File: src/rtl/uart_pkg.sv
// Shared types for the UART receive path.
// Frame states and the fixed character width.
package uart_pkg;
  localparam int UART_DATA_BITS = 8;

  typedef enum logic [2:0] {
    IDLE,
    START,
    DATA,
    STOP,
    BREAK
  } rx_state_t;
endpackage

File: src/rtl/uart_kbd_rx_if.sv
// Keyboard-side bundle between the UART receiver and the CPU.
// master = receiver, slave = CPU glue.
interface uart_kbd_rx_if;
  logic       pop;
  logic [7:0] keyboard;
  logic       en_inp;
  logic       frame_err;
  logic       overrun;

  modport master (
    input  pop,
    output keyboard,
    output en_inp,
    output frame_err,
    output overrun
  );

  modport slave (
    output pop,
    input  keyboard,
    input  en_inp,
    input  frame_err,
    input  overrun
  );
endinterface

File: src/rtl/sync_fifo.sv
// Show-ahead synchronous FIFO; head is visible without a pop.
// A push into a full FIFO only lands when a pop frees a slot.
module sync_fifo #(
  parameter int WIDTH = 8,
  parameter int DEPTH = 4
) (
  input  logic                   clk,
  input  logic                   rst,
  input  logic                   push,
  input  logic                   pop,
  input  logic [WIDTH-1:0]       din,
  output logic [WIDTH-1:0]       dout,
  output logic                   empty,
  output logic                   full,
  output logic [$clog2(DEPTH):0] count
);
  localparam int AW = $clog2(DEPTH);

  logic [WIDTH-1:0] mem [DEPTH];
  logic [AW-1:0]    rd_ptr;
  logic [AW-1:0]    wr_ptr;
  logic             do_push;
  logic             do_pop;

  assign empty   = (count == '0);
  assign full    = (count == (AW+1)'(DEPTH));
  assign do_pop  = pop && !empty;
  assign do_push = push && (!full || do_pop);
  assign dout    = empty ? '0 : mem[rd_ptr];

  always_ff @(posedge clk) begin
    if (rst) begin
      rd_ptr <= '0;
      wr_ptr <= '0;
      count  <= '0;
    end else begin
      if (do_push) wr_ptr <= wr_ptr + 1'b1;
      if (do_pop)  rd_ptr <= rd_ptr + 1'b1;
      count <= count + (AW+1)'(do_push)
                     - (AW+1)'(do_pop);
    end
  end

  always_ff @(posedge clk) begin
    if (do_push) mem[wr_ptr] <= din;
  end
endmodule

File: src/rtl/uart_kbd_rx.sv
// 8N1 UART receiver feeding the CPU keyboard port via a FIFO.
// A low stop bit parks the FSM in BREAK until the line idles.
module uart_kbd_rx
  import uart_pkg::*;
#(
  parameter int CLKS_PER_BIT = 434,
  parameter int FIFO_DEPTH   = 4
) (
  input  logic          clk,
  input  logic          rst,
  input  logic          rx,
  uart_kbd_rx_if.master kbd
);
  localparam int CW = $clog2(CLKS_PER_BIT);
  localparam int IW = $clog2(UART_DATA_BITS);
  localparam logic [CW-1:0] BIT_LAST  =
    CW'(CLKS_PER_BIT - 1);
  localparam logic [CW-1:0] HALF_LAST =
    CW'(CLKS_PER_BIT / 2 - 1);
  localparam logic [IW-1:0] IDX_LAST  =
    IW'(UART_DATA_BITS - 1);

  rx_state_t                 state;
  logic [CW-1:0]             cnt;
  logic [IW-1:0]             idx;
  logic [UART_DATA_BITS-1:0] shift;
  logic                      rx_q1;
  logic                      rx_s;
  logic                      frame_err;
  logic                      overrun;
  logic                      push;
  logic                      empty;
  logic                      full;
  logic [UART_DATA_BITS-1:0] head;
  logic [$clog2(FIFO_DEPTH):0] fcount;

  // shift is complete by the stop sample, so push straight from it
  assign push = (state == STOP) &&
                (cnt == BIT_LAST) && rx_s;

  sync_fifo #(
    .WIDTH (UART_DATA_BITS),
    .DEPTH (FIFO_DEPTH)
  ) u_fifo (
    .clk   (clk),
    .rst   (rst),
    .push  (push),
    .pop   (kbd.pop),
    .din   (shift),
    .dout  (head),
    .empty (empty),
    .full  (full),
    .count (fcount)
  );

  assign kbd.keyboard  = empty ? '0 : head;
  assign kbd.en_inp    = (fcount != '0);
  assign kbd.frame_err = frame_err;
  assign kbd.overrun   = overrun;

  always_ff @(posedge clk) begin
    if (rst) begin
      state     <= IDLE;
      cnt       <= '0;
      idx       <= '0;
      shift     <= '0;
      rx_q1     <= 1'b1;
      rx_s      <= 1'b1;
      frame_err <= 1'b0;
      overrun   <= 1'b0;
    end else begin
      rx_q1     <= rx;
      rx_s      <= rx_q1;
      frame_err <= 1'b0;
      overrun   <= push && full && !kbd.pop;
      unique case (state)
        IDLE: begin
          if (!rx_s) begin
            state <= START;
            cnt   <= '0;
          end
        end
        START: begin
          if (cnt == HALF_LAST) begin
            cnt   <= '0;
            idx   <= '0;
            state <= rx_s ? IDLE : DATA;
          end else begin
            cnt <= cnt + 1'b1;
          end
        end
        DATA: begin
          if (cnt == BIT_LAST) begin
            cnt        <= '0;
            shift[idx] <= rx_s;
            if (idx == IDX_LAST) state <= STOP;
            else                 idx   <= idx + 1'b1;
          end else begin
            cnt <= cnt + 1'b1;
          end
        end
        STOP: begin
          if (cnt == BIT_LAST) begin
            cnt <= '0;
            if (rx_s) begin
              state <= IDLE;
            end else begin
              frame_err <= 1'b1;
              state     <= BREAK;
            end
          end else begin
            cnt <= cnt + 1'b1;
          end
        end
        BREAK: begin
          if (rx_s) state <= IDLE;
        end
        default: state <= IDLE;
      endcase
    end
  end
endmodule

File: src/flat_wrapper.sv
// flat-port wrapper written by rule: the top's interface ports become plain ports
module uart_kbd_rx_flat import uart_pkg::*;
#(
  parameter int CLKS_PER_BIT = 434,
  parameter int FIFO_DEPTH   = 4
)
  (clk, rst, rx, kbd_pop, kbd_keyboard, kbd_en_inp, kbd_frame_err, kbd_overrun);
  uart_kbd_rx_if kbd_i ();
  input  logic clk;
  input  logic rst;
  input  logic rx;
  input wire logic [$bits(kbd_i.pop)-1:0] kbd_pop;
  output wire logic [$bits(kbd_i.keyboard)-1:0] kbd_keyboard;
  output wire logic [$bits(kbd_i.en_inp)-1:0] kbd_en_inp;
  output wire logic [$bits(kbd_i.frame_err)-1:0] kbd_frame_err;
  output wire logic [$bits(kbd_i.overrun)-1:0] kbd_overrun;
  assign kbd_i.pop = kbd_pop;
  assign kbd_keyboard = kbd_i.keyboard;
  assign kbd_en_inp = kbd_i.en_inp;
  assign kbd_frame_err = kbd_i.frame_err;
  assign kbd_overrun = kbd_i.overrun;
  uart_kbd_rx #(.CLKS_PER_BIT(CLKS_PER_BIT), .FIFO_DEPTH(FIFO_DEPTH)) u_core (.clk(clk), .rst(rst), .rx(rx), .kbd(kbd_i));
endmodule
File: config.mk
export PLATFORM = sky130hd
export DESIGN_NAME = uart_kbd_rx_flat
export DESIGN_NICKNAME = d
export VERILOG_FILES = /design/src/rtl/uart_pkg.sv /design/src/rtl/uart_kbd_rx_if.sv /design/src/rtl/sync_fifo.sv /design/src/rtl/uart_kbd_rx.sv /design/src/flat_wrapper.sv
export SDC_FILE = /design/constraint.sdc
export NUM_CORES = 1
export LEC_CHECK = 0
export ABC_AREA = 0
export CAP_MARGIN = 20
export CORE_AREA = 2 2 102 104
export CTS_CLUSTER_DIAMETER = 60
export DETAILED_ROUTE_END_ITERATION = 10
export DIE_AREA = 0 0 104 106
export PLACE_DENSITY = 0.54
export SLEW_MARGIN = 20
export SYNTH_ARGS = -nofsm -noshare
export SYNTH_HDL_FRONTEND = slang
export SYNTH_SLANG_ARGS = --single-unit
File: constraint.sdc
create_clock -name clk -period 3.5 [get_ports clk]
set_input_delay 1.05 -clock clk [delete_from_list [all_inputs] [get_ports clk]]
set_output_delay 1.05 -clock clk [all_outputs]
set_load 0.01 [all_outputs]
==> impl_table.tex, run 1 <==
\begin{tabular}{lr}
\hline
Metric & Value \\
\hline
\multicolumn{2}{l}{\textbf{Synthesis}} \\
\quad Share of synthesized area occupied by flip-flops and latches & a little over half \\
\quad EDFF count, synth & 32 \\
\quad Total of warnings raised by yosys & 0 \\
\quad Nets in the synthesized netlist & approximately 290 \\
\quad Share of the synthesized area in the top cell type & about 31\% \\
\quad Unique cell type count in the Yosys netlist & between 40 and 50 \\
\quad Avg Synthesized Cell Area & between 10 and 15 um\^{}2 \\
\quad Cell type with the highest aggregate area in the netlist & edfxtp\_1 \\
\quad Post-synthesis cell area & a little over 3000 um\^{}2 \\
\quad Synth Instances & 270 \\
\quad Synth area leaders & edfxtp\_1, dfxtp\_1, mux4\_2 \\
\quad FF+latch count, synth & slightly below 70 \\
\quad Dominant synthesized flop cell & dfxtp\_1 \\
\quad Share of flip-flops with an asynchronous set or reset after synthesis & 0\% \\
\multicolumn{2}{l}{\textbf{Floorplan}} \\
\quad Top Ports & 15 \\
\quad Starting utilization of the core area & 30.86\% \\
\quad Floorplan Core Area & between 9000 and 10000 um\^{}2 \\
\quad Die area & 11020 um\^{}2 \\
\quad Die Wd & between 100 and 150 um \\
\quad Std cell rows & 37 \\
\quad Die extent in y & roughly 110 um \\
\multicolumn{2}{l}{\textbf{Finish}} \\
\quad Design Area, Final & 3568 um\^{}2 \\
\quad Fill cell total of the finished layout & 1016 \\
\quad Total inserted antenna cells & 0 \\
\quad Area growth from synthesis to layout & 15.65\% \\
\quad Filler-free cell count of the finished design & 426 \\
\quad Total number of nets in the final design & 301 \\
\quad Share of layout cells above drive strength 1 & roughly an eighth \\
\multicolumn{2}{l}{\textbf{Clock network}} \\
\quad Maximum number of buffers from clock root to sink & 2 \\
\quad CTS tree & built \\
\quad Sink Count & a little under 70 \\
\quad Resize count post-CTS & 0 \\
\quad Clock network latency to the later pin of the worst-skew pair & $\sim$0.34 ns \\
\quad Hold-fix buffers, CTS & 0 \\
\quad Number of buffers inserted during clock tree synthesis & 9 \\
\quad Cell chosen for the clock root & clkbuf\_8 \\
\quad Clock-pin slew of the registers on the worst-case setup and hold paths & 0.08 ns \\
\quad Post-CTS Setup Inserts & 0 \\
\quad H-tree lvl count & 3 \\
\multicolumn{2}{l}{\textbf{Placed design}} \\
\quad Post-DP HPWL & $\sim$3800 um \\
\quad Final estimated routing congestion in global placement & 0.7123 \\
\quad Placed cell count & 410 \\
\quad Area of placed instances & between 3000 and 4000 um\^{}2 \\
\quad Buffers on Ports & 14 \\
\multicolumn{2}{l}{\textbf{Timing}} \\
\quad Final critical path time including I/O delays and setup & about 3.1 ns \\
\quad Actual transition at the worst max-transition pin & about 0.54 ns \\
\quad Final setup violation count & 0 \\
\quad Number of hold-slack violations in the final timing report & 0 \\
\quad Final slew viol count & 0 \\
\quad Clk\_skew & 0.009077 ns \\
\quad Post-route setup TNS & 0 ns \\
\quad Max Clock Freq & about 0.32 GHz \\
\quad Slew HR & between 60\% and 70\% \\
\quad Setup repair after global routing missed its margin & no \\
\quad Tcrit/Tclk final & around nine tenths \\
\multicolumn{2}{l}{\textbf{Global route}} \\
\quad Maximum number of pins on one net before global-route repair & 30 \\
\quad Overall fraction of global-route tracks in use & between 10\% and 20\% \\
\quad Via count of the first global-routing pass & between 1500 and 2000 \\
\quad First-pass GRT wire length & between 9000 and 10000 um \\
\quad GRT Residual Overflow & 0 \\
\quad Initial antenna violation count & 0 \\
\multicolumn{2}{l}{\textbf{Pwr}} \\
\quad Power density cells & approximately 480 nW/um\^{}2 \\
\quad Logic gate share of total power & 14.3\% \\
\quad Fraction of power consumed by the clock network & between 30\% and 40\% \\
\quad P\_sw & between 0.0004 and 0.0005 W \\
\quad Internal Pwr Total & 0.001238 W \\
\quad Worst vdd rail ir drop & 0.0001642 V \\
\quad Reg power frac & between 50\% and 60\% \\
\quad Net switching share of the total power & 27.48\% \\
\quad Leakage power of the design & about 1.3 nW \\
\multicolumn{2}{l}{\textbf{Routing}} \\
\quad Router iterations before antenna repair & 4 \\
\quad Via count & roughly 2000 \\
\quad Post-detailed-route via-to-cell ratio & roughly 4.7 \\
\quad Initial DRC Count & about 70 \\
\quad Antenna-violating nets left & 0 \\
\quad DR DRC count & 0 \\
\quad Average detailed-routed wire length per instance & about 13 um \\
\quad Post-Route WL & around 5600 um \\
\multicolumn{2}{l}{\textbf{Setup path}} \\
\quad Data arrival, critical path & 3.35 ns \\
\quad Critical Path Slowest Stage Cell & clkdlybuf4s50\_1 \\
\quad Classification of the worst setup path & in2reg \\
\quad Delay of the slowest critical-path stage & around 0.45 ns \\
\quad Crit Path Max Fanout & 5 \\
\quad Nature of the critical path startpoint & input port \\
\quad CP endpoint kind & register \\
\quad CP cell instances & clkdlybuf4s50\_1, nor4b\_1, and4bb\_2, inv\_1, ha\_1, inv\_1, ha\_1, fa\_1, xnor2\_1, xnor2\_1, nor2\_1 \\
\quad Worst endpoint required time & $\sim$3.8 ns \\
\multicolumn{2}{l}{\textbf{Hold path}} \\
\quad Worst min-delay path category & reg2reg \\
\multicolumn{2}{l}{\textbf{Run}} \\
\quad Max-capacitance violation count & 0 \\
\multicolumn{2}{l}{\textbf{Status}} \\
\quad Outcome & complete, no violations \\
\hline
\end{tabular}
worst max-delay path: cells and delay by family:
kind / cells / cell delay (ns)
adder cells (fa/ha/maj): 3 / 0.73
AND/OR/NAND/NOR: 3 / 0.71
buffers and inverters: 3 / 0.55
XOR/XNOR: 2 / 0.32
logic make-up (layout without fill, tap and decap cells):
logic type	Yosys count	after routing	synth area share, %
adder cells (fa/ha/maj)	12	12	5.109
multiplexers	17	17	8.759
flip-flops	68	68	54.50
AO/OA/AOI/OAI	35	35	6.853
XOR/XNOR	5	5	1.419
buffers and inverters	26	46	3.203
AND/OR/NAND/NOR	107	107	20.15
cell type report:
cell class                      count  area [um^2]  share of cell area [%]
Sequential cell                    68         1682                   47.12
Tap cell                          136        170.2                   4.769
Multi-Input combinational cell    176         1305                   36.57
Clock inverter                      7        52.55                   1.473
Timing Repair Buffer               20        197.7                   5.540
Inverter                           10        37.54                   1.052
Clock buffer                        9        123.9                   3.471
layer usage:
metal  share of wire, %  up-vias  GRT usage, %
met5                  0        -             0
met4                1.7        0         4.923
met3                3.2        8         3.433
met2                 50       22         19.17
met1                 46      947         13.11
li1                   -     1015             -
placed cells by master, fill, tap and decap left out, types with 10 or more instances in the layout:
cell and count:
dfxtp_1 36, edfxtp_1 32, and2_1 16, nor2_1 16
a21oi_1 14, clkdlybuf4s50_1 14, nand2_1 13, nand2b_1 11
ha_1 11, inv_1 10
synthesized netlist by cell type, types with 6 or more instances:
library cell and n:
nand3_1 9, nand2b_1 11, a21oi_1 14, nor2_1 16, inv_1 10, clkbuf_1 12
nand2_1 13, nor3_1 9, o22ai_1 6, and2_1 16, dfxtp_1 36, ha_1 11
edfxtp_1 32, mux4_2 8, mux2i_1 9
stage by stage:
step                power [W]  util (%)  hold WS (ns)  worst slack [ns]
CTS                  0.001738     35.69        0.4104            0.3761
floorplan            0.001078         -        0.3895            0.5808
detailed placement   0.001156     33.92        0.3923           0.02523
global route         0.001800     35.69        0.4277            0.2301
global placement     0.001152     33.92        0.3960            0.1012
finish               0.001707     35.69        0.4102            0.3986
final timing paths:
check,start,endpoint,slack [ns],cells past startpoint
min reg2reg,u_core.rx_q1$_SDFF_PP1_,u_core.rx_s$_SDFF_PP1_,0.41,1
min,u_core.rx_q1$_SDFF_PP1_,u_core.rx_s$_SDFF_PP1_,0.41,1
max,kbd_pop,u_core.u_fifo.count[2]$_SDFF_PP0_,0.40,11
max reg2reg,u_core.cnt[2]$_SDFFE_PP0P_,u_core.u_fifo.count[2]$_SDFF_PP0_,0.55,11
flip-flops by register name, indices dropped and copies added, names as in the netlist, named ones only:
register and cells:
u_core.rx_q1 1, u_core.u_fifo.rd_ptr 2, u_core.rx_s 1, u_core.kbd.overrun 1, u_core.u_fifo.count 3, u_core.cnt 9, u_core.u_fifo.mem 32, u_core.u_fifo.wr_ptr 2
u_core.idx 3, u_core.kbd.frame_err 1, u_core.shift 8, u_core.state 3
power by group through the flow:
stage / sequential [W] / clock [W] / combinational [W]
6_report: 0.000886 / 0.000578 / 0.000243
5_1_grt: 0.000891 / 0.000630 / 0.000279
4_1_cts: 0.000886 / 0.000598 / 0.000253
3_5_place_dp: 0.000904 / 0 / 0.000253
3_3_place_gp: 0.000904 / 0 / 0.000248
2_1_floorplan: 0.000889 / 0 / 0.000188
(Power assumes the default switching activity.)
==> run 2: changes to the inputs <==
--- a/config.mk
+++ b/config.mk
@@ -7,11 +7,13 @@
 export LEC_CHECK = 0
 export ABC_AREA = 0
 export CAP_MARGIN = 20
+export CELL_PAD_IN_SITES_DETAIL_PLACEMENT = 1
+export CELL_PAD_IN_SITES_GLOBAL_PLACEMENT = 1
 export CORE_AREA = 2 2 102 104
 export CTS_CLUSTER_DIAMETER = 60
 export DETAILED_ROUTE_END_ITERATION = 10
 export DIE_AREA = 0 0 104 106
-export PLACE_DENSITY = 0.54
+export PLACE_DENSITY = 0.62
 export SLEW_MARGIN = 20
 export SYNTH_ARGS = -nofsm -noshare
 export SYNTH_HDL_FRONTEND = slang
==> run 2 against run 1 <==
- global-route usage rose by 1.6 points
- setup slack got worse by 0.070 ns
- non-clock buffer count grew 1
- hold slack better by 0.0044 ns
- critical path depth did not move
- via count increased by 2.8%
- total power increased by 1.7%
- clock-buffer cell count did not move
- fmax down 2.2%
- sequential power hardly changed
- first-iteration DRC count rose by 47%
- flip-flop and latch count unchanged
==> impl_table.tex, run 2 (synthesized netlist as in run 1, its figures left out) <==
\begin{tabular}{lr}
\hline
Metric & Value \\
\hline
\multicolumn{2}{l}{\textbf{Clock network}} \\
\quad Number of buffers inserted during clock tree synthesis & 9 (unchanged) \\
\quad Maximum number of buffers from clock root to sink & 2 (unchanged) \\
\quad Sink Count & 68 (unchanged) \\
\quad Resize count post-CTS & 0 (unchanged) \\
\quad Clock network latency to the later pin of the worst-skew pair & 0.35 ns (was 0.34 ns) \\
\quad Cell chosen for the clock root & clkbuf\_8 (unchanged) \\
\quad H-tree lvl count & 3 (unchanged) \\
\quad Clock-pin slew of the registers on the worst-case setup and hold paths & 0.08 ns (about the same) \\
\quad CTS tree & built (unchanged) \\
\quad Post-CTS Setup Inserts & 0 (unchanged) \\
\quad Hold-fix buffers, CTS & 0 (unchanged) \\
\multicolumn{2}{l}{\textbf{Timing}} \\
\quad Final setup violation count & 0 (unchanged) \\
\quad Max Clock Freq & 0.3153 GHz (was 0.3224 GHz) \\
\quad Final slew viol count & 0 (unchanged) \\
\quad Number of hold-slack violations in the final timing report & 0 (unchanged) \\
\quad Final critical-path setup slack & 0.3285 ns (was 0.3986 ns) \\
\quad Actual transition at the worst max-transition pin & 0.6139 ns (was 0.5363 ns) \\
\quad Slew HR & 58.88\% (was 63.92\%) \\
\quad Setup repair after global routing missed its margin & no (unchanged) \\
\quad Tcrit/Tclk final & 90.61\% (was 88.61\%) \\
\quad Final critical path time including I/O delays and setup & 3.172 ns (was 3.101 ns) \\
\quad Clk\_skew & 0.01107 ns (was 0.009077 ns) \\
\multicolumn{2}{l}{\textbf{Hold path}} \\
\quad Worst min-delay path category & reg2reg (unchanged) \\
\quad Hold-critical path depth & 1 (unchanged) \\
\multicolumn{2}{l}{\textbf{Floorplan}} \\
\quad Die extent in y & 106 um (unchanged) \\
\quad Die Wd & 104 um (unchanged) \\
\quad Std cell rows & 37 (unchanged) \\
\quad Top Ports & 15 (unchanged) \\
\quad Floorplan Core Area & 10000 um\^{}2 (unchanged) \\
\quad Die area & 11020 um\^{}2 (unchanged) \\
\quad Starting utilization of the core area & 30.86\% (unchanged) \\
\multicolumn{2}{l}{\textbf{Routing}} \\
\quad Antenna-violating nets left & 0 (unchanged) \\
\quad DR DRC count & 0 (unchanged) \\
\quad Post-detailed-route via-to-cell ratio & 4.796 (was 4.676) \\
\quad Via count & 2048 (was 1992) \\
\quad Initial DRC Count & 100 (was 68) \\
\quad Router iterations before antenna repair & 4 (unchanged) \\
\quad Post-Route WL & 6361 um (was 5625 um) \\
\quad Average detailed-routed wire length per instance & 14.90 um (was 13.20 um) \\
\multicolumn{2}{l}{\textbf{Placed design}} \\
\quad Final estimated routing congestion in global placement & 0.7288 (was 0.7123) \\
\quad Post-DP HPWL & 4417 um (was 3778 um) \\
\quad Buffers on Ports & 14 (unchanged) \\
\quad Placement Setup Slack & -0.05067 ns (was 0.02523 ns) \\
\quad Placed cell count & 411 (was 410) \\
\multicolumn{2}{l}{\textbf{Setup path}} \\
\quad Data arrival, critical path & 3.42 ns (was 3.35 ns) \\
\quad Worst endpoint required time & 3.74 ns (was 3.75 ns) \\
\quad Cell depth of the worst flop-to-flop path & 11 (unchanged) \\
\quad Classification of the worst setup path & in2reg (unchanged) \\
\quad CP endpoint kind & register (unchanged) \\
\quad Nature of the critical path startpoint & input port (unchanged) \\
\quad Crit Path Max Fanout & 5 (unchanged) \\
\multicolumn{2}{l}{\textbf{Finish}} \\
\quad Fill cell total of the finished layout & 1127 (was 1016) \\
\quad Area growth from synthesis to layout & 15.73\% (was 15.65\%) \\
\quad Share of layout cells above drive strength 1 & 12.71\% (was 12.41\%) \\
\quad Largest regs & u\_core.u\_fifo.mem x32, u\_core.cnt x9, u\_core.shift x8 (unchanged) \\
\quad Commonest cells after routing, fill and taps aside & dfxtp\_1, edfxtp\_1, and2\_1, nor2\_1 (unchanged) \\
\quad Total inserted antenna cells & 0 (unchanged) \\
\quad Total number of nets in the final design & 302 (was 301) \\
\quad Filler-free cell count of the finished design & 427 (was 426) \\
\quad Register name with the most flops & u\_core.u\_fifo.mem (unchanged) \\
\quad Max FFs per register & 32 (unchanged) \\
\quad Leading cell type in the layout, fill and taps excluded & dfxtp\_1 (unchanged) \\
\quad Footprint of the flip-flops and latches & 1682 um\^{}2 (unchanged) \\
\quad Footprint of the multi-input gates & 1305 um\^{}2 (unchanged) \\
\multicolumn{2}{l}{\textbf{Global route}} \\
\quad Initial antenna violation count & 0 (unchanged) \\
\quad First-pass GRT wire length & 11000 um (was 9735 um) \\
\quad Maximum number of pins on one net before global-route repair & 16 (was 30) \\
\quad Overall fraction of global-route tracks in use & 12.89\% (was 11.25\%) \\
\quad GRT Residual Overflow & 0 (unchanged) \\
\quad Via count of the first global-routing pass & 2183 (was 1982) \\
\multicolumn{2}{l}{\textbf{Pwr}} \\
\quad Leakage power of the design & 1.288 nW (was 1.293 nW) \\
\quad Worst vdd rail ir drop & 0.0002041 V (was 0.0001642 V) \\
\quad Power density cells & 486.3 nW/um\^{}2 (was 478.4 nW/um\^{}2) \\
\multicolumn{2}{l}{\textbf{Status}} \\
\quad Outcome & complete, no violations (unchanged) \\
\multicolumn{2}{l}{\textbf{Run}} \\
\quad Max-capacitance violation count & 0 (unchanged) \\
\hline
\end{tabular}
## run 2: changes by cell type in the layout (fill, tap and decap cells not counted), sizes merged
cell	previous run	this run
clkinv	5	1
clkinvlp	1	3
inv	11	13
buf	6	7
## run 2: metrics by stage
stage	util [%]	instance area [um^2]	hold slack, ns	TNS [ns]	total power (W)
3_5_place_dp	33.87	3387	0.4015	-0.05067	0.001156
3_3_place_gp	33.87	3387	0.4039	0	0.001149
6_report	35.71	3571	0.4147	0	0.001736
4_1_cts	35.71	3571	0.4206	0	0.001772
5_1_grt	35.71	3571	0.4452	0	0.001829
2_1_floorplan	-	3085	0.3895	0	0.001078
## run 2: critical path, stage by stage
cell and delay [ns]:
clkdlybuf4s50_1 0.46, nor4b_1 0.39, and4bb_2 0.30, inv_1 0.07, ha_1 0.13, inv_1 0.04, ha_1 0.20, fa_1 0.41
xnor2_1 0.17, xnor2_1 0.14, nor2_1 0.05
## run 2: final cells by class
cell class                      count  share of cell area [%]
Tap cell                          136                   4.765
Inverter                           10                   1.051
Multi-Input combinational cell    176                   36.55
Timing Repair Buffer               21                   5.396
Clock buffer                        9                   3.469
Clock inverter                      7                   1.682
Sequential cell                    68                   47.09
## run 2: metal layers
layer | global-route usage [%] | vias up | part of all wire (%)
met5 | 0 | - | 0
met4 | 4.923 | 0 | 1.1
met3 | 4.108 | 5 | 3.4
met2 | 22.18 | 26 | 50
met1 | 15.04 | 1005 | 46
li1 | - | 1012 | -
## run 2: final timing paths
kind	startpoint	endpoint	slack, ns
worst max-delay path	kbd_pop	u_core.u_fifo.count[2]$_SDFF_PP0_	0.33
worst min-delay path	u_core.rx_q1$_SDFF_PP1_	u_core.rx_s$_SDFF_PP1_	0.41
worst max register to register	u_core.cnt[2]$_SDFFE_PP0P_	u_core.u_fifo.count[2]$_SDFF_PP0_	0.54
worst min register to register	u_core.rx_q1$_SDFF_PP1_	u_core.rx_s$_SDFF_PP1_	0.41
## run 2: report_power, final
group | internal [W] | leakage, nW | switching (W)
clock | 0.000268 | 0.0844 | 0.000341
combinational | 0.000122 | 0.540 | 0.000121
sequential | 0.000856 | 0.664 | 0.0000287
total | 0.00125 | 1.29 | 0.000491
==> run 3: changes to the inputs <==
--- a/config.mk
+++ b/config.mk
@@ -9,11 +9,11 @@
 export CAP_MARGIN = 20
 export CELL_PAD_IN_SITES_DETAIL_PLACEMENT = 1
 export CELL_PAD_IN_SITES_GLOBAL_PLACEMENT = 1
-export CORE_AREA = 2 2 102 104
+export CORE_AREA = 2 2 84 86
 export CTS_CLUSTER_DIAMETER = 60
 export DETAILED_ROUTE_END_ITERATION = 10
-export DIE_AREA = 0 0 104 106
-export PLACE_DENSITY = 0.62
+export DIE_AREA = 0 0 86 88
+export PLACE_DENSITY = 0.83
 export SLEW_MARGIN = 20
 export SYNTH_ARGS = -nofsm -noshare
 export SYNTH_HDL_FRONTEND = slang
==> run 3 against run 2 <==
- clock power up 6.7%
- critical path depth decreased by 8
- fmax fell by 4.0%
- global-route usage is 4.8 points higher
- total power up 2.0%
- cell count fell by 14%
- combinational power down 12%
- core utilization rose by 17 points
- register-to-register slack lost 0.15 ns
- design area decreased by 2.0%
- clock-buffer cell count is the same
- critical endpoint is now kbd_keyboard[1]
- largest power group unchanged
- highest routed layer unchanged
==> impl_table.tex, run 3 (synthesized netlist as in run 1, its figures left out) <==
\begin{tabular}{lr}
\hline
Metric & Value \\
\hline
\multicolumn{2}{l}{\textbf{Finish}} \\
\quad Share of layout cells above drive strength 1 & 12.11\% (was 12.71\%) \\
\quad Total number of nets in the final design & 300 (was 302) \\
\quad Commonest cells after routing, fill and taps aside & dfxtp\_1, edfxtp\_1, and2\_1, nor2\_1 (unchanged) \\
\quad Leading cell type in the layout, fill and taps excluded & dfxtp\_1 (unchanged) \\
\quad Largest regs & u\_core.u\_fifo.mem x32, u\_core.cnt x9, u\_core.shift x8 (unchanged) \\
\quad Area growth from synthesis to layout & 13.46\% (was 15.73\%) \\
\quad Max FFs per register & 32 (unchanged) \\
\quad Total inserted antenna cells & 0 (unchanged) \\
\quad Register name with the most flops & u\_core.u\_fifo.mem (unchanged) \\
\quad Design Area, Final & 3501 um\^{}2 (was 3571 um\^{}2) \\
\multicolumn{2}{l}{\textbf{Global route}} \\
\quad GRT Residual Overflow & 0 (unchanged) \\
\quad Via count of the first global-routing pass & 2102 (was 2183) \\
\quad Maximum number of pins on one net before global-route repair & 24 (was 16) \\
\quad First-pass GRT wire length & 10220 um (was 11000 um) \\
\quad Initial antenna violation count & 0 (unchanged) \\
\quad Overall fraction of global-route tracks in use & 17.67\% (was 12.89\%) \\
\multicolumn{2}{l}{\textbf{Setup path}} \\
\quad Crit Path Max Fanout & 8 (was 5) \\
\quad Classification of the worst setup path & reg2out (was in2reg) \\
\quad CP cell instances & mux4\_2, and2\_1, clkdlybuf4s50\_1 (was clkdlybuf4s50\_1, nor4b\_1, and4bb\_2, inv\_1, ha\_1, inv\_1, ha\_1, fa\_1, xnor2\_1, xnor2\_1, nor2\_1) \\
\quad Critical Path Slowest Stage Cell & dfxtp\_1 (was clkdlybuf4s50\_1) \\
\quad CP endpoint kind & primary output (was register) \\
\quad Worst endpoint required time & 2.45 ns (was 3.74 ns) \\
\quad Data arrival, critical path & 2.25 ns (was 3.42 ns) \\
\quad Nature of the critical path startpoint & register (was input port) \\
\quad Delay of the slowest critical-path stage & 0.67 ns (was 0.46 ns) \\
\quad Startpoint of the worst-slack reg-to-reg timing path & u\_core.cnt[2]\$\_SDFFE\_PP0P\_ (unchanged) \\
\multicolumn{2}{l}{\textbf{Floorplan}} \\
\quad Starting utilization of the core area & 46.44\% (was 30.86\%) \\
\quad Die extent in y & 88 um (was 106 um) \\
\quad Std cell rows & 30 (was 37) \\
\quad Floorplan Core Area & 6644 um\^{}2 (was 10000 um\^{}2) \\
\quad Top Ports & 15 (unchanged) \\
\quad Die Wd & 86 um (was 104 um) \\
\quad Die area & 7568 um\^{}2 (was 11020 um\^{}2) \\
\multicolumn{2}{l}{\textbf{Timing}} \\
\quad Max Clock Freq & 0.3027 GHz (was 0.3153 GHz) \\
\quad Final setup violation count & 0 (unchanged) \\
\quad Post-route setup TNS & 0 ns (unchanged) \\
\quad Final critical path time including I/O delays and setup & 3.303 ns (was 3.172 ns) \\
\quad Actual transition at the worst max-transition pin & 0.6665 ns (was 0.6139 ns) \\
\quad Slew HR & 55.36\% (was 58.88\%) \\
\quad Tcrit/Tclk final & 94.38\% (was 90.61\%) \\
\quad Clk\_skew & 0.008667 ns (was 0.01107 ns) \\
\quad Final slew viol count & 0 (unchanged) \\
\quad Setup repair after global routing missed its margin & no (unchanged) \\
\quad Number of hold-slack violations in the final timing report & 0 (unchanged) \\
\multicolumn{2}{l}{\textbf{Routing}} \\
\quad Initial DRC Count & 83 (was 100) \\
\quad Via count & 2064 (was 2048) \\
\quad Router iterations before antenna repair & 4 (unchanged) \\
\quad Antenna-violating nets left & 0 (unchanged) \\
\quad Post-detailed-route via-to-cell ratio & 5.593 (was 4.796) \\
\quad Average detailed-routed wire length per instance & 16.76 um (was 14.90 um) \\
\quad Post-Route WL & 6186 um (was 6361 um) \\
\quad DR DRC count & 0 (unchanged) \\
\multicolumn{2}{l}{\textbf{Pwr}} \\
\quad Leakage power of the design & 1.283 nW (was 1.288 nW) \\
\quad Power density cells & 505.9 nW/um\^{}2 (was 486.3 nW/um\^{}2) \\
\quad Logic gate share of total power & 12.1\% (was 14.0\%) \\
\quad Fraction of power consumed by the clock network & 36.7\% (was 35.1\%) \\
\quad Internal Pwr Total & 0.001302 W (was 0.001246 W) \\
\quad Net switching share of the total power & 26.51\% (was 28.26\%) \\
\quad Reg power frac & 51.2\% (was 50.9\%) \\
\quad P\_sw & 0.0004696 W (was 0.0004907 W) \\
\quad Worst vdd rail ir drop & 0.0002031 V (was 0.0002041 V) \\
\multicolumn{2}{l}{\textbf{Hold path}} \\
\quad Startpoint of the worst hold path & u\_core.rx\_q1\$\_SDFF\_PP1\_ (unchanged) \\
\quad Worst min-delay path category & reg2reg (unchanged) \\
\multicolumn{2}{l}{\textbf{Clock network}} \\
\quad Resize count post-CTS & 0 (unchanged) \\
\quad H-tree lvl count & 3 (unchanged) \\
\quad Number of buffers inserted during clock tree synthesis & 9 (unchanged) \\
\quad CTS tree & built (unchanged) \\
\quad Post-CTS Setup Inserts & 0 (unchanged) \\
\quad Sink Count & 68 (unchanged) \\
\quad Cell chosen for the clock root & clkbuf\_8 (unchanged) \\
\quad Clock network latency to the later pin of the worst-skew pair & 0.35 ns (about the same) \\
\quad Hold-fix buffers, CTS & 0 (unchanged) \\
\quad Clock-pin slew of the registers on the worst-case setup and hold paths & 0.08 ns (about the same) \\
\quad Maximum number of buffers from clock root to sink & 2 (unchanged) \\
\multicolumn{2}{l}{\textbf{Placed design}} \\
\quad Buffers on Ports & 14 (unchanged) \\
\quad Final estimated routing congestion in global placement & 0.7830 (was 0.7288) \\
\quad Area of placed instances & 3302 um\^{}2 (was 3387 um\^{}2) \\
\quad Post-DP HPWL & 4312 um (was 4417 um) \\
\multicolumn{2}{l}{\textbf{Status}} \\
\quad Outcome & complete, no violations (unchanged) \\
\multicolumn{2}{l}{\textbf{Run}} \\
\quad Max-capacitance violation count & 0 (unchanged) \\
\hline
\end{tabular}
-- run 3: final timing paths --
check	end	slack, ns	depth (start not counted)
setup reg to reg	u_core.u_fifo.count[2]$_SDFF_PP0_	0.39	11
setup / recovery	kbd_keyboard[1]	0.20	3
hold reg to reg	u_core.rx_s$_SDFF_PP1_	0.42	1
hold / removal	u_core.rx_s$_SDFF_PP1_	0.42	1
-- run 3: area by class of cell --
class,instances,area [um^2]
Fill cell,693,3143
Sequential cell,68,1682
Multi-Input combinational cell,176,1305
Timing Repair Buffer,19,177.7
Clock buffer,9,123.9
Tap cell,80,100.1
Clock inverter,7,75.07
Inverter,10,37.54
-- run 3: routing by layer --
metal	track usage, %	share of wire, %	vias up
met4	8.514	0.99	0
met3	3.676	2.9	8
met1	21.14	45	1016
li1	-	-	1013
met2	30.44	51	27
met5	0	0	-
-- run 3: worst max-delay path, delay by kind of cell (launching register included) --
kind,cells,cell delay (ns)
flip-flops,1,0.67
multiplexers,1,0.59
buffers and inverters,1,0.47
AND/OR/NAND/NOR,1,0.17
-- run 3: power groups by stage --
stage / sequential, W / clock [W] / combinational [W]
finish: 0.000907 / 0.000650 / 0.000214
global route: 0.000915 / 0.000698 / 0.000245
CTS: 0.000910 / 0.000667 / 0.000220
detailed placement: 0.000928 / 0 / 0.000221
global placement: 0.000928 / 0 / 0.000208
floorplan: 0.000889 / 0 / 0.000188
-- run 3: stage by stage --
stage               power [W]  std cells  hold WS [ns]  setup WS [ns]  utilization, %
finish               0.001771        369        0.4162         0.1967           52.69
global route         0.001858        369        0.4296        0.06682           52.69
CTS                  0.001797        369        0.4190         0.1350           52.69
detailed placement   0.001149        353        0.4006        0.02920           49.70
global placement     0.001135        353        0.3949         0.1034           49.70
floorplan            0.001078        270        0.3895         0.5808               -
